==> config.mk <==
export PLATFORM = sky130hd
export DESIGN_NAME = instr_fetch_ctrl
export DESIGN_NICKNAME = d
export VERILOG_FILES = /design/src/rtl/instr_fetch_ctrl.sv
export SDC_FILE = /design/constraint.sdc
export NUM_CORES = 1
export LEC_CHECK = 0
export ABC_AREA = 1
export BUFFER_PORTS_ARGS = -buffer_cell sky130_fd_sc_hd__buf_2
export CORE_MARGIN = 5
export CORE_UTILIZATION = 30
export CTS_CLUSTER_DIAMETER = 30
export CTS_CLUSTER_SIZE = 10
export DETAILED_ROUTE_END_ITERATION = 10
export HOLD_SLACK_MARGIN = 0.12
export MAX_ROUTING_LAYER = met4
export PLACE_DENSITY_LB_ADDON = 0.05
export SLEW_MARGIN = 20
export SYNTH_ARGS = -nofsm -noshare
export SYNTH_HDL_FRONTEND = slang
export SYNTH_SLANG_ARGS = --single-unit
==> constraint.sdc <==
create_clock -name clk -period 2.6 [get_ports clk]
set_input_delay 0.39 -clock clk [delete_from_list [all_inputs] [get_ports clk]]
set_output_delay 0.39 -clock clk [all_outputs]
set_load 0.05 [all_outputs]
==> src/rtl/instr_fetch_ctrl.sv <==
// instr_fetch_ctrl
//   Fetch-side controller for the PC register. Takes the current PC, fetches
//   one instruction at a time from instruction memory over a valid/ready
//   request plus a separate response strobe, holds the instruction for
//   decode, and produces the PC-register controls (EN, NextPC, Jump,
//   Instr[25:0]) when decode takes it.
//
// Ports
//   clk, rst_n      rising-edge clock, asynchronous active-low reset
//   pc              current PC from the PC register
//   imem_req/addr   fetch request valid / fetch address (= pc)
//   imem_ready      memory accepts the request this cycle
//   imem_rvalid     response strobe, imem_rdata carries the instruction
//   stall           decode cannot take the held instruction
//   flush           PC redirected; discard any current or in-flight fetch
//   instr           registered instruction to decode
//   instr_valid     instr holds a valid instruction
//   pc_en           one-cycle PC-register enable per retired fetch
//   next_pc         pc + 4, wrapping modulo 2^32
//   jump            PC-register Jump, only ever high together with pc_en
//   jump_target     instr[25:0]
//   fetch_err       sticky flag: memory response timed out
//
// Handshake: a request transfers on a cycle where imem_req && imem_ready.
// imem_req, once raised, stays high with imem_addr stable until accepted,
// unless flush withdraws it. Exactly one response (imem_rvalid) is expected
// per accepted request; a response seen outside WAIT is ignored.

module instr_fetch_ctrl #(
  parameter int          TIMEOUT  = 16,
  parameter logic [5:0]  J_OPCODE = 6'b000010
) (
  input  logic        clk,
  input  logic        rst_n,
  input  logic [31:0] pc,
  output logic        imem_req,
  output logic [31:0] imem_addr,
  input  logic        imem_ready,
  input  logic        imem_rvalid,
  input  logic [31:0] imem_rdata,
  input  logic        stall,
  input  logic        flush,
  output logic [31:0] instr,
  output logic        instr_valid,
  output logic        pc_en,
  output logic [31:0] next_pc,
  output logic        jump,
  output logic [25:0] jump_target,
  output logic        fetch_err
);

  localparam int CW = $clog2(TIMEOUT + 1);

  typedef enum logic [2:0] {
    S_IDLE = 3'd0,
    S_REQ  = 3'd1,
    S_WAIT = 3'd2,
    S_HOLD = 3'd3,
    S_ERR  = 3'd4
  } state_e;

  state_e          state_q, state_d;
  logic            req_q, req_d;
  logic [31:0]     instr_q, instr_d;
  logic            valid_q, valid_d;
  logic            err_q, err_d;
  logic            drop_q, drop_d;
  logic [CW-1:0]   cnt_q, cnt_d;
  logic            retire;

  // Decode takes the held instruction: only in HOLD, not stalled, not flushed.
  assign retire = (state_q == S_HOLD) && !stall && !flush;

  always_comb begin
    state_d = state_q;
    req_d   = req_q;
    instr_d = instr_q;
    valid_d = valid_q;
    err_d   = err_q;
    drop_d  = drop_q;
    cnt_d   = cnt_q;

    unique case (state_q)
      S_IDLE: begin
        state_d = S_REQ;
        req_d   = !flush;
      end

      S_REQ: begin
        if (req_q && imem_ready) begin
          // Accepted even under flush; the response is then dropped.
          state_d = S_WAIT;
          req_d   = 1'b0;
          cnt_d   = '0;
          drop_d  = flush;
        end else begin
          // A flush withdraws the request for one cycle so the re-issue
          // carries the redirected pc.
          req_d = !flush;
        end
      end

      S_WAIT: begin
        if (imem_rvalid) begin
          drop_d = 1'b0;
          if (drop_q || flush) begin
            state_d = S_REQ;
            req_d   = !flush;
          end else begin
            state_d = S_HOLD;
            instr_d = imem_rdata;
            valid_d = 1'b1;
          end
        end else begin
          if (flush) begin
            drop_d = 1'b1;
          end
          cnt_d = cnt_q + 1'b1;
          if (cnt_d == CW'(TIMEOUT)) begin
            state_d = S_ERR;
            err_d   = 1'b1;
            drop_d  = 1'b0;
          end
        end
      end

      S_HOLD: begin
        if (flush || !stall) begin
          state_d = S_REQ;
          valid_d = 1'b0;
          req_d   = !flush;
        end
      end

      S_ERR: begin
        // Terminal until reset: no requests, error stays set.
        req_d = 1'b0;
      end

      default: begin
        state_d = S_IDLE;
        req_d   = 1'b0;
      end
    endcase
  end

  always_ff @(posedge clk or negedge rst_n) begin
    if (!rst_n) begin
      state_q <= S_IDLE;
      req_q   <= 1'b0;
      instr_q <= '0;
      valid_q <= 1'b0;
      err_q   <= 1'b0;
      drop_q  <= 1'b0;
      cnt_q   <= '0;
    end else begin
      state_q <= state_d;
      req_q   <= req_d;
      instr_q <= instr_d;
      valid_q <= valid_d;
      err_q   <= err_d;
      drop_q  <= drop_d;
      cnt_q   <= cnt_d;
    end
  end

  assign imem_req    = req_q;
  assign imem_addr   = pc;
  assign instr       = instr_q;
  assign instr_valid = valid_q;
  assign fetch_err   = err_q;
  assign pc_en       = retire;
  assign jump        = retire && (instr_q[31:26] == J_OPCODE);
  assign next_pc     = pc + 32'd4;
  assign jump_target = instr_q[25:0];

endmodule

Word level (Yosys, flattened, before mapping)
Cells that the tools add are included.
{"block": "classes", "bitwise": 3, "mux": 23, "addsub": 2, "eq_ne": 14, "n_reduce_logical": 18}
{"cell": "$add A32 B3 Y32 const B", "n": 1}
{"cell": "$pmux W3 S5", "n": 1}
{"cell": "$reduce_and A3 Y1", "n": 5}
{"cell": "$mux W3", "n": 4}
{"cell": "$mux W1", "n": 11}
{"cell": "$mux W5", "n": 2}
{"cell": "$ne A2 B2 Y1 const B", "n": 5}
{"cell": "$pmux W5 S2", "n": 1}
{"cell": "$reduce_and A4 Y1", "n": 2}
{"cell": "$eq A3 B2 Y1 const B", "n": 2}
{"cell": "$eq A6 B2 Y1 const B", "n": 1}
{"cell": "$add A5 B1 Y5 const B", "n": 1}
{"cell": "$eq A5 B5 Y1 const B", "n": 1}
{"cell": "$logic_and A1 B1 Y1", "n": 4}
{"cell": "$ne A4 B4 Y1 const B", "n": 1}
{"cell": "$pmux W1 S2", "n": 2}
{"cell": "$pmux W1 S4", "n": 1}
{"cell": "$reduce_bool A2 Y1", "n": 2}
{"cell": "$eq A3 B1 Y1 const B", "n": 1}
{"cell": "$eq A3 B3 Y1 const B", "n": 1}
{"cell": "$logic_not A3 Y1", "n": 1}
{"cell": "$ne A3 B3 Y1 const B", "n": 1}
{"cell": "$not A1 Y1", "n": 3}
{"cell": "$logic_not A1 Y1", "n": 2}
{"cell": "other kinds (3)", "n": 4}
{"block": "totals", "out_inout_bits": 127, "in_bits": 70, "reg_bits": 44, "word_cells": 67}

Longest topological paths before layout
{"block": "logic_depth", "depth_word": 5, "mapped_depth": 9, "depth_no_buf": 9}

Least setup slack after synthesis
OpenSTA, ideal clock, no wires.
{"block": "synth_path", "path_kind": "register -> output", "startpoint": "register state_q[2]", "endpoint": "output jump", "stages_incl_launch_ff": 5, "t_required_ns": 2.210, "t_arrival_ns": 2.310, "path_buffers": 0, "slack_ns": -0.100, "cell_sequence": "dfrtp_1 nor2_2 nand2_1 nor3_1 and3_1"}
{"block": "synth_via", "elab_chain_len": 4}
{"item": "start: declaration", "line_no": "62", "rtl": "state_e state_q, state_d;"}
{"item": "start signal: assignment", "line_no": "157", "rtl": "state_q <= state_d;"}
{"item": "$eq A3 B2 Y1", "line_no": "72", "rtl": "assign retire = (state_q == S_HOLD) && !stall && !flush;"}
{"item": "$logic_and A1 B1 Y1 (2 in series)", "line_no": "72"}
{"item": "via pc_en", "line_no": "45", "rtl": "output logic pc_en,"}
{"item": "$logic_and A1 B1 Y1", "line_no": "173", "rtl": "assign jump = retire && (instr_q[31:26] == J_OPCODE);"}
{"item": "end: declaration", "line_no": "47", "rtl": "output logic jump,"}
The timed path passes the listed nets, and every way through them passes these cells.

Final worst setup path
{"block": "layout_path", "startpoint": "input pc[2]", "endpoint": "output next_pc[18]"}
{"block": "layout_via", "elab_chain_len": 1}
{"item": "start: declaration", "line_no": "35", "rtl": "input logic [31:0] pc,"}
{"item": "$add A32 B3 Y32", "line_no": "174", "rtl": "assign next_pc = pc + 32'd4;"}
{"item": "end: declaration", "line_no": "46", "rtl": "output logic [31:0] next_pc,"}
Every way passes these cells.

==> metrics.txt <==
status=complete, no violations; syn_nets=548; Synth Area in Simple Gates=38.40%; Reg power frac=41.4%; diode count=0; Die X=113.7 um; IO Count=197; CTS Buf Count=5; Reg clk slew, reported paths=0.09 ns; TritonCTS clock tree=built; Max Fclk=0.4334 GHz; via count=3,229; pin count of the biggest net entering global routing=32; multi-input logic area=0.001483 mm^2; Synth Instances=476; drt wl/cell=13.22 um; Pleak=2.384 nW; Die Ht=113.7 um; WHS Path Cells=3; initial antenna violation count=0; Syn-to-layout area delta=23.35%; Cell variety after synth=27; maximum vdd drop=0.2143 mV; Pwr Density=437.5 mW/mm^2; # DRC=0; Synth Area in Adders=0.7758%; Final min period=2.308 ns; Seq/Total Area, Yosys=34.13%; worst path required time=2.21 ns; Hold WC Path Type=in2reg; antenna-violating nets left=0; FF+latch count, synth=44; xor/xnor share of the synthesized area=4.344%; final setup vio count=0; Arr. time, crit path=1.92 ns; synthesized area=0.003226 mm^2; Max FO, Critical Path=7; pin slew with the least headroom to its limit=0.5341 ns; Syn. warnings=0; sw power=0.0007212 W; setup TNS=0 ns; H-tree depth=2; Max transition margin=64.34%; 1st-iter DRT viols=175; core area=0.01042 mm^2; RePlAce Congestion=0.8501; Num Clock Sinks=44; Comb power frac=33.4%; fin crit share=88.75%; Layout Nets=682; final wirelength=9.873 mm; P_int=0.001019 W; total of max-cap violations=0; Register Area=0.001101 mm^2; # rows=37; placed cell area=0.003881 mm^2; vias in the first global route=3,304; kind of critical path=in2out; Worst R2R Path Depth=6; clock tree buffer depth=2; Buffers on Ports=190; Final Max Slew Viols=0; post-route cell area=0.003979 mm^2; RSZ-0062 raised after global routing=no; startpoint type of the worst setup path=input port; Sw Ratio=41.44%; syn_area_per_cell=6.776 um^2; grt ovf=0; largest family of logic cells by synthesized area=simple AND/OR/NAND/NOR gates; Worst-Skew Late Latency=0.30 ns; Detail Placement HPWL=8.187 mm; die area=0.01293 mm^2; critical path endpoint category=output pin; clock share of power=25.2%; first-pass GRT wire length=15.94 mm; layout cells sized above 1=35.68%; clk_skew=0.008074 ns; Clk Tree Root Cell=clkbuf_8; Initial Util=30.97%; GRT Overall Usage=15.58%; complex-gate fraction of the synthesized area=2.289%; mux cell area share after synthesis=0%; Filler Cells Inserted=1,192; Vias per Instance=4.323; drt first pass iters=4; Fin. Hold Viols=0
-- cell usage in the layout (no fill, tap or decap) --
cell type,netlist,layout
a21boi_1,1,1
a21oi_1,3,3
and3_1,1,1
buf_2,4,190
buf_4,63,3
clkbuf_8,0,5
clkinv_2,0,2
clkinv_4,0,1
dfrtp_1,44,44
dlygate4sd3_1,0,1
ha_1,2,2
inv_1,38,38
inv_2,3,3
nand2_1,199,199
nand2_2,2,2
nand3_1,18,18
nand3_2,1,1
nand3b_1,6,6
nand4_1,7,7
nor2_1,35,35
nor2_2,7,7
nor2_4,1,1
nor3_1,13,12
nor3_2,1,2
nor3_4,1,1
nor4_1,1,1
o211ai_1,2,2
o21ai_0,5,5
o21ai_1,1,1
o22ai_1,1,1
xor2_1,16,16
-- path summary, 6_finish.rpt --
check | start | endpoint | slack [ns]
max | pc[2] | next_pc[18] | 0.29
min | imem_rdata[3] | instr[3] | 0.28
max reg2reg | state_q[2] | state_q[1] | 0.94
min reg2reg | fetch_err | fetch_err | 0.47
max in group asynchronous | rst_n | instr[9] | 1.36
min in group asynchronous | rst_n | instr[23] | 0.53
-- per-layer routing --
metal | share of wire, % | vias up | global-route usage (%)
met2 | 50 | 110 | 26.62
li1 | - | 1677 | -
met1 | 44 | 1437 | 19.73
met3 | 5.8 | 5 | 2.599
met4 | 0.68 | 0 | 2.484
met5 | 0 | - | -
-- registers in the layout, indices dropped and copies added (netlist names) --
name / cells
instr: 32
cnt_q: 5
state_q: 3
drop_q: 1
fetch_err: 1
imem_req: 1
instr_valid: 1
-- metrics by stage --
step	setup slack [ns]	instances	hold WS (ns)	total power, W	util [%]
global route	0.09775	747	0.2818	0.001835	38.20
CTS	0.2735	747	0.2748	0.001770	38.20
finish	0.2925	747	0.2846	0.001741	38.20
floorplan	0.2690	476	0.09441	0.001197	-
global placement	0.3550	738	0.3280	0.001320	37.26
detailed placement	0.2823	738	0.3290	0.001320	37.26
-- cell type report --
| cell class | count | share of cell area, % |
|---|---|---|
| inverter | 41 | 3.868 |
| clock inverter | 3 | 0.4717 |
| tap | 136 | 4.277 |
| timing repair buffer | 194 | 24.72 |
| multi-input combinational | 324 | 37.26 |
| clock buffer | 5 | 1.730 |
| sequential | 44 | 27.67 |
-- critical path, stage by stage --
cell	delay, ns
buf_2	0.14
ha_1	0.27
inv_1	0.12
nor3_4	0.31
nand2_2	0.10
nor2_1	0.15
xor2_1	0.16
buf_2	0.28
-- cells in the mapped netlist, drive strengths merged --
library cell  count  area (um^2)
xor2             16        140.1
and3              1        6.260
dfrtp            44         1101
inv              41        153.9
nand3            19        100.1
nor2             43        186.4
buf              67        493.0
a21boi            1        7.510
nand2           201        759.5
nand3b            6        45.04
o21ai             6        30.02
nor4              1        6.260
nor3             15        91.34
o22ai             1        6.260
a21oi             3        15.01
nand4             7        43.79
o211ai            2        15.01
ha                2        25.02
-- kinds of logic (layout without fill, tap and decap cells) --
logic type                 after synthesis  count (layout)
buffers and inverters                  108             243
and+or+nand+nor                        293             293
adders and majority gates                2               2
AOI/OAI and AO/OA                       13              13
DFF                                     44              44
xor gates and xnor gates                16              16
-- power by group through the flow --
stage          combinational [W]  sequential [W]  clock, W
2_1_floorplan           0.000393        0.000804         0
3_3_place_gp            0.000586        0.000734         0
3_5_place_dp            0.000586        0.000735         0
4_1_cts                 0.000588        0.000721  0.000461
5_1_grt                 0.000615        0.000725  0.000495
6_report                0.000581        0.000721  0.000439
-- repair_timing --
item | CTS | global route
hold buffers | 1 | 0
buffers inserted | 0 | 0
setup endpoints to repair | 0 | 0
hold endpoints to repair | 15 | 0
gates resized for setup | 0 | 0
Power figures use the tool's default switching activity.
